## config.mk

```make
export PLATFORM = sky130hd
export DESIGN_NAME = mod_updown_counter
export DESIGN_NICKNAME = d
export VERILOG_FILES = /design/src/rtl/mod_updown_counter.sv
export SDC_FILE = /design/constraint.sdc
export NUM_CORES = 1
export LEC_CHECK = 0
export ABC_AREA = 1
export BUFFER_PORTS_ARGS = -buffer_cell sky130_fd_sc_hd__buf_4
export CAP_MARGIN = 15
export CELL_PAD_IN_SITES_DETAIL_PLACEMENT = 2
export CELL_PAD_IN_SITES_GLOBAL_PLACEMENT = 2
export CORE_AREA = 4 4 54 56
export DETAILED_ROUTE_END_ITERATION = 8
export DIE_AREA = 0 0 58 60
export PLACE_DENSITY_LB_ADDON = 0.1
export SYNTH_ARGS = -nofsm -noshare
export SYNTH_HDL_FRONTEND = slang
export SYNTH_SLANG_ARGS = --single-unit
```

## constraint.sdc

```tcl
create_clock -name clk -period 1.1 [get_ports clk]
set_clock_uncertainty 0.15 [all_clocks]
set_input_delay 0.055 -clock clk [delete_from_list [all_inputs] [get_ports clk]]
set_output_delay 0.055 -clock clk [all_outputs]
set_load 0.02 [all_outputs]
```

## src/rtl/mod_updown_counter.sv

```systemverilog
// Modulo-MOD synchronous up/down counter with a one-cycle wrap pulse,
// a sticky overflow flag and a sticky out-of-range load flag.
module mod_updown_counter #(
    parameter int unsigned WIDTH = 4,
    parameter int unsigned MOD   = 10
) (
    input  logic             clk,
    input  logic             rst_n,
    input  logic             clr,
    input  logic             load,
    input  logic [WIDTH-1:0] din,
    input  logic             en,
    input  logic             up_dn,
    output logic [WIDTH-1:0] q,
    output logic             wrap,
    output logic             ovf,
    output logic             ld_err
);

    localparam int unsigned    WW    = WIDTH + 1;
    localparam logic [WW-1:0]  MOD_W = WW'(MOD);
    localparam logic [WIDTH-1:0] MAX = WIDTH'(MOD - 1);

    logic [WIDTH-1:0] cnt_q, cnt_d;
    logic             wrap_q, wrap_d;
    logic             ovf_q, ovf_d;
    logic             err_q, err_d;

    logic [WW-1:0]    inc_c;
    logic [WIDTH-1:0] dec_c;
    logic             din_ok_c;

    // Increment is one bit wider so MOD = 2^WIDTH never truncates before the compare.
    assign inc_c    = {1'b0, cnt_q} + WW'(1);
    assign dec_c    = cnt_q - WIDTH'(1);
    assign din_ok_c = ({1'b0, din} < MOD_W);

    // Next-state logic; priority clr > load > en > hold.
    always_comb begin
        cnt_d  = cnt_q;
        wrap_d = 1'b0;
        ovf_d  = ovf_q;
        err_d  = err_q;
        if (clr) begin
            cnt_d = '0;
            ovf_d = 1'b0;
            err_d = 1'b0;
        end else if (load) begin
            if (din_ok_c) begin
                cnt_d = din;
            end else begin
                cnt_d = MAX;
                err_d = 1'b1;
            end
        end else if (en) begin
            if (up_dn) begin
                if (cnt_q == MAX) begin
                    cnt_d  = '0;
                    wrap_d = 1'b1;
                    ovf_d  = 1'b1;
                end else begin
                    cnt_d = WIDTH'(inc_c);
                end
            end else begin
                if (cnt_q == '0) begin
                    cnt_d  = MAX;
                    wrap_d = 1'b1;
                    ovf_d  = 1'b1;
                end else begin
                    cnt_d = dec_c;
                end
            end
        end
    end

    always_ff @(posedge clk or negedge rst_n) begin
        if (!rst_n) begin
            cnt_q  <= '0;
            wrap_q <= 1'b0;
            ovf_q  <= 1'b0;
            err_q  <= 1'b0;
        end else begin
            cnt_q  <= cnt_d;
            wrap_q <= wrap_d;
            ovf_q  <= ovf_d;
            err_q  <= err_d;
        end
    end

    assign q      = cnt_q;
    assign wrap   = wrap_q;
    assign ovf    = ovf_q;
    assign ld_err = err_q;

endmodule

```

* Word-level counts from Yosys, hierarchy flattened
Cells that the tools add are included.
Storage, ports and cells: register bits after elaboration 7, latch bits 0, memory bits (writable) 0, bits in read-only memories 0, bits of input ports 10, word-level logic and storage cells 40, memories kept 0
Operators by class: add/subtract/negate cells 2, $mul 0, div/mod/pow operators 0, magnitude comparators 1, equal/unequal tests 4, shift operators 0, multiplexer cells 22, bitwise gates (word level) 0, reduce and logical (&&, ||, !) cells 7
Operator list (count):
- $mux W4 | 7
- $mux W1 | 15
- $reduce_bool A3 Y1 | 2
- $add A4 B1 Y4 const B | 1
- $eq A4 B4 Y1 const B | 1
- $logic_not A4 Y1 | 1
- $lt A4 B4 Y1 const B | 1
- $ne A2 B2 Y1 const B | 2
- $reduce_and A4 Y1 | 1
- $reduce_bool A2 Y1 | 2
- $sub A4 B1 Y4 const B | 1
- $ne A3 B2 Y1 const B | 1
- $reduce_and A2 Y1 | 1

* Depth between registers and ports, before layout
depth in word-level cells 6, mapped depth 9

* Worst setup path before layout
No wires, ideal clock.
path kind register to register, start register cnt_q[1], in the netlist q[1], end register cnt_q[1], in the netlist q[1], setup time 0.117 ns, arrival 1.034 ns, data required time 0.833 ns, slack -0.202 ns, cell stages (with the launch flop) 7, path buffers 0, period minus slack after synthesis 1.302 ns, path through dfrtp_1 nor2_2 nand3_1 nand3_1 nand3_1 nand3_1 nand2_1
On the way: word-level cells in the longest chain between the ends 6, elaborated cells on any way between the ends 10, classes of those cells 2 x add/sub; 1 x eq/ne; 6 x mux; 1 x reduce/logical
Ends and longest elaborated chain:
- start: declaration | RTL line 24 | logic [WIDTH-1:0] cnt_q, cnt_d;
- start signal: assignment | RTL line 83 | cnt_q <= cnt_d;
- $sub A4 B1 Y4, or another cell as far along | RTL line 35 | assign dec_c = cnt_q - WIDTH'(1);
- $mux W4 (on tied branches) | RTL line 65, 57
- $mux W4 (*) | RTL line 56 | if (up_dn) begin
- $mux W4 (*) | RTL line 55 | end else if (en) begin
- $mux W4 (*) | RTL line 48 | end else if (load) begin
- $mux W4 (*) | RTL line 44 | if (clr) begin
Every way passes the cells marked *; elsewhere a longest branch is shown, timed or not. The select of a mux whose other input is x is not followed. A chain may end at the register's enable or synchronous reset.

* Worst setup path in the final report
start register cnt_q[0], in the netlist q[0], end register cnt_q[3], in the netlist q[3]
The elaborated chain is that of the path after synthesis.

==> impl_metrics.csv <==
group,metric,value,unit
logic_synthesis,synthArstFlopShare,100,%
hold_path,hold_path_end,"q[0]",
timing,hold_violations,2,
timing,slew_violations,0,
grt,grtUsageMet1,16.0,%
logic_synthesis,synth-edff-count,0,
setup_path,worst_path_max_delay_cell,"dfrtp_2",
routing,ant_nets,0,
setup_path,cp.required,1.10,ns
final_layout,syn2layout_area_growth,96.0,%
placement,gp_congestion,0.682,
timing,max-slew-margin-rel,83.2,%
timing,rsz0062_at_grt,"true",
placement,placed_cells,127,
floorplanning,ios,17,
floorplanning,dieArea,3480,um^2
clock_network,cts-root-buf,"clkbuf_4",
grt,met2_usage,24.8,%
routing,drt_iter0_drc,12,
setup_path,path_cells,"nor2_4, nand2_2, nand2_2, nand3_2, nand2_2, nand2_2, nand2_1, nand2_1",
final_layout,fin_nets,127,
timing,hold_slack,-0.0885,ns
logic_synthesis,synth_common_cells,"nand2_1, inv_1, nand3_1, dfrtp_1, nor2_1",
routing,avgRoutedWirePerCell,15.3,um
floorplanning,start_util,19.2,%
timing,post-route-min-period,1.35,ns
pwr,leakage,0.500,nW
setup_path,worst_ep_arrival_time,1.35,ns
final_layout,fillers,297,
logic_synthesis,ys_ff_latch,7,
logic_synthesis,synth_warnings,0,
setup_path,path_class,"reg -> reg",
logic_synthesis,yosysTopAreaCell,"dfrtp_1",
clock_network,cts_sinks,7,
grt,grt_pass1_wl,3530,um
floorplanning,num_rows,18,
final_layout,fin_cells,146,
pwr,ir_drop,730,uV
routing,viasPerCell,4.50,
hold_path,hp-start,"din[0]",
grt,overflow,0,
setup_path,max_stage_delay,0.46,ns
clock_network,clockBufferDepth,2,
logic_synthesis,synth_flop_cell,"dfrtp_1",
setup_path,cp.buffers_inverters,0,
run_status,violations,"hold timing, setup timing",
logic_synthesis,yosysMostFrequentCell,"nand2_1",
clock_network,clock_latency,0.27,ns
clock_network,htreeDepth,1,
logic_synthesis,synth.distinct_cells,13,
run_status,outcome,"finished, violations left",
setup_path,reg2reg_from,"q[0]",
logic_synthesis,syn_inst,74,
logic_synthesis,yosys-top-cells-area,"dfrtp_1, nand2_1, nand3_1, inv_1, nand4_1",
timing,fin_ws,-0.249,ns
grt,grt_usage,14.0,%
hold_path,hold_depth,3,
floorplanning,die_x,58,um
setup_path,path_delay_family,"simple AND/OR/NAND/NOR gates",
setup_path,worstReg2RegEnd,"q[3]",
clock_network,cts_buffers,3,
setup_path,cp_max_fo,6,
grt,first_global_vias,749,
grt,top_usage_layer,"met2",
timing,finalSetupTns,-1.68,ns
logic_synthesis,synth_area,467,um^2
setup_path,crit_top_cell,"nand2_2",
placement,portBuffers,16,
logic_synthesis,avgSynthCellArea,6.31,um^2
logic_synthesis,yosysSeqAreaShare,37.5,%
setup_path,ff2ff_setup_slack,-0.25,ns
final_layout,layout-drive-gt1-share,43.1,%
grt,grt_util_met3,2.59,%
run,max_cap_violations,0,
floorplanning,die_h,60,um
timing,worst_pin_slew,0.250,ns
routing,routed-via-count,657,
timing,fin_crit_sh,123,%
setup_path,end_kind,"register",
final_layout,n_antenna_cell,0,
clock_network,tritoncts,"done",
timing,setup_violations,10,
pwr,p_per_area,1010,nW/um^2
floorplanning,core,2430,um^2
routing,wl,2240,um
final_layout,fin_util,37.6,%
grt,antenna_found_initial,0,
routing,drtPass1Iterations,3,
placement,place_ws,-0.255,ns
setup_path,startpoint_type,"register",
hold_path,hp-class,"in -> reg",
logic_synthesis,synth.top_cell.area_share,37.5,%
timing,max_freq,741,MHz
logic_synthesis,synth_nets,84,
placement,hpwl,1420,um
routing,drc_errors,0,
clock_network,clk_pin_slew,0.05,ns
grt,grt_max_degree,8,
setup_path,r2r_cells,8,
flip-flops by register name (all words and copies together), names as in the netlist:
name	cells
wrap	1
ovf	1
ld_err	1
q	4
per-stage QoR:
stage	total power, mW	cell area (um^2)
CTS	0.918	897
global route	1.01	915
global placement	0.569	694
finish	0.923	915
detailed placement	0.572	694
floorplan	0.435	484
logic make-up (layout without fill, tap and decap cells):
logic type / count (synthesis) / count (layout) / synth area share, %
and+or+nand+nor: 48 / 48 / 44.2
AOI/OAI and AO/OA: 7 / 7 / 8.58
DFF: 7 / 7 / 37.5
buffers and inverters: 12 / 54 / 9.65
layout make-up:
class	count	area [um^2]	area share (%)
well taps	30	37.5	4.10
clock buffers	4	26.3	2.87
inverters	12	45.0	4.92
multi-input cells	55	287	31.3
flip-flops and latches	7	180	19.7
repair buffers	38	339	37.1
layout by cell type, fill, tap and decap left out, drive strengths merged:
| cell | instances |
|---|---|
| buf | 30 |
| nand2 | 28 |
| inv | 12 |
| nand3 | 10 |
| dlygate4sd3 | 8 |
| dfrtp | 7 |
| nor2 | 6 |
| clkbuf | 4 |
| nand4 | 3 |
| o21ai | 3 |
| a21oi | 2 |
| o21a | 1 |
| nor3 | 1 |
| o31ai | 1 |
per-layer routing:
metal | up-vias | wire [um]
li1 | 319 | -
met1 | 321 | 910
met2 | 13 | 1200
met3 | 4 | 74
met4 | 0 | 54
met5 | - | 0
worst register-to-register path: cells and delay by family, from the launching register on:
family           cells  cell delay [ns]
AND/OR/NAND/NOR      8             0.62
flip-flops           1             0.46
worst max-delay path by stage:
stage | cells past startpoint | end | startpoint | slack, ns
after floorplan | 8 | q[3] | q[0] | -0.14
after global placement | 8 | q[3] | q[1] | -0.23
after detailed placement | 8 | q[3] | q[0] | -0.26
after CTS | 8 | q[3] | q[2] | -0.24
after global routing | 9 | q[3] | q[0] | -0.39
final | 8 | q[3] | q[0] | -0.25
what timing repair did:
item | in CTS | in global routing
hold buffers | 7 | 2
setup endpoints to repair | 10 | 10
cloned | 0 | 0
buffers inserted | 8 | 1
resized for setup | 12 | 8
pin swaps | 5 | 5
endpoints found under the hold margin | 12 | 3
where the power goes:
part / total, mW / internal (mW) / switching, mW
sequential: 0.310 / 0.278 / 0.0318
clock: 0.254 / 0.140 / 0.114
combinational: 0.359 / 0.182 / 0.177
total: 0.923 / 0.600 / 0.323
(Power assumes the default switching activity.)
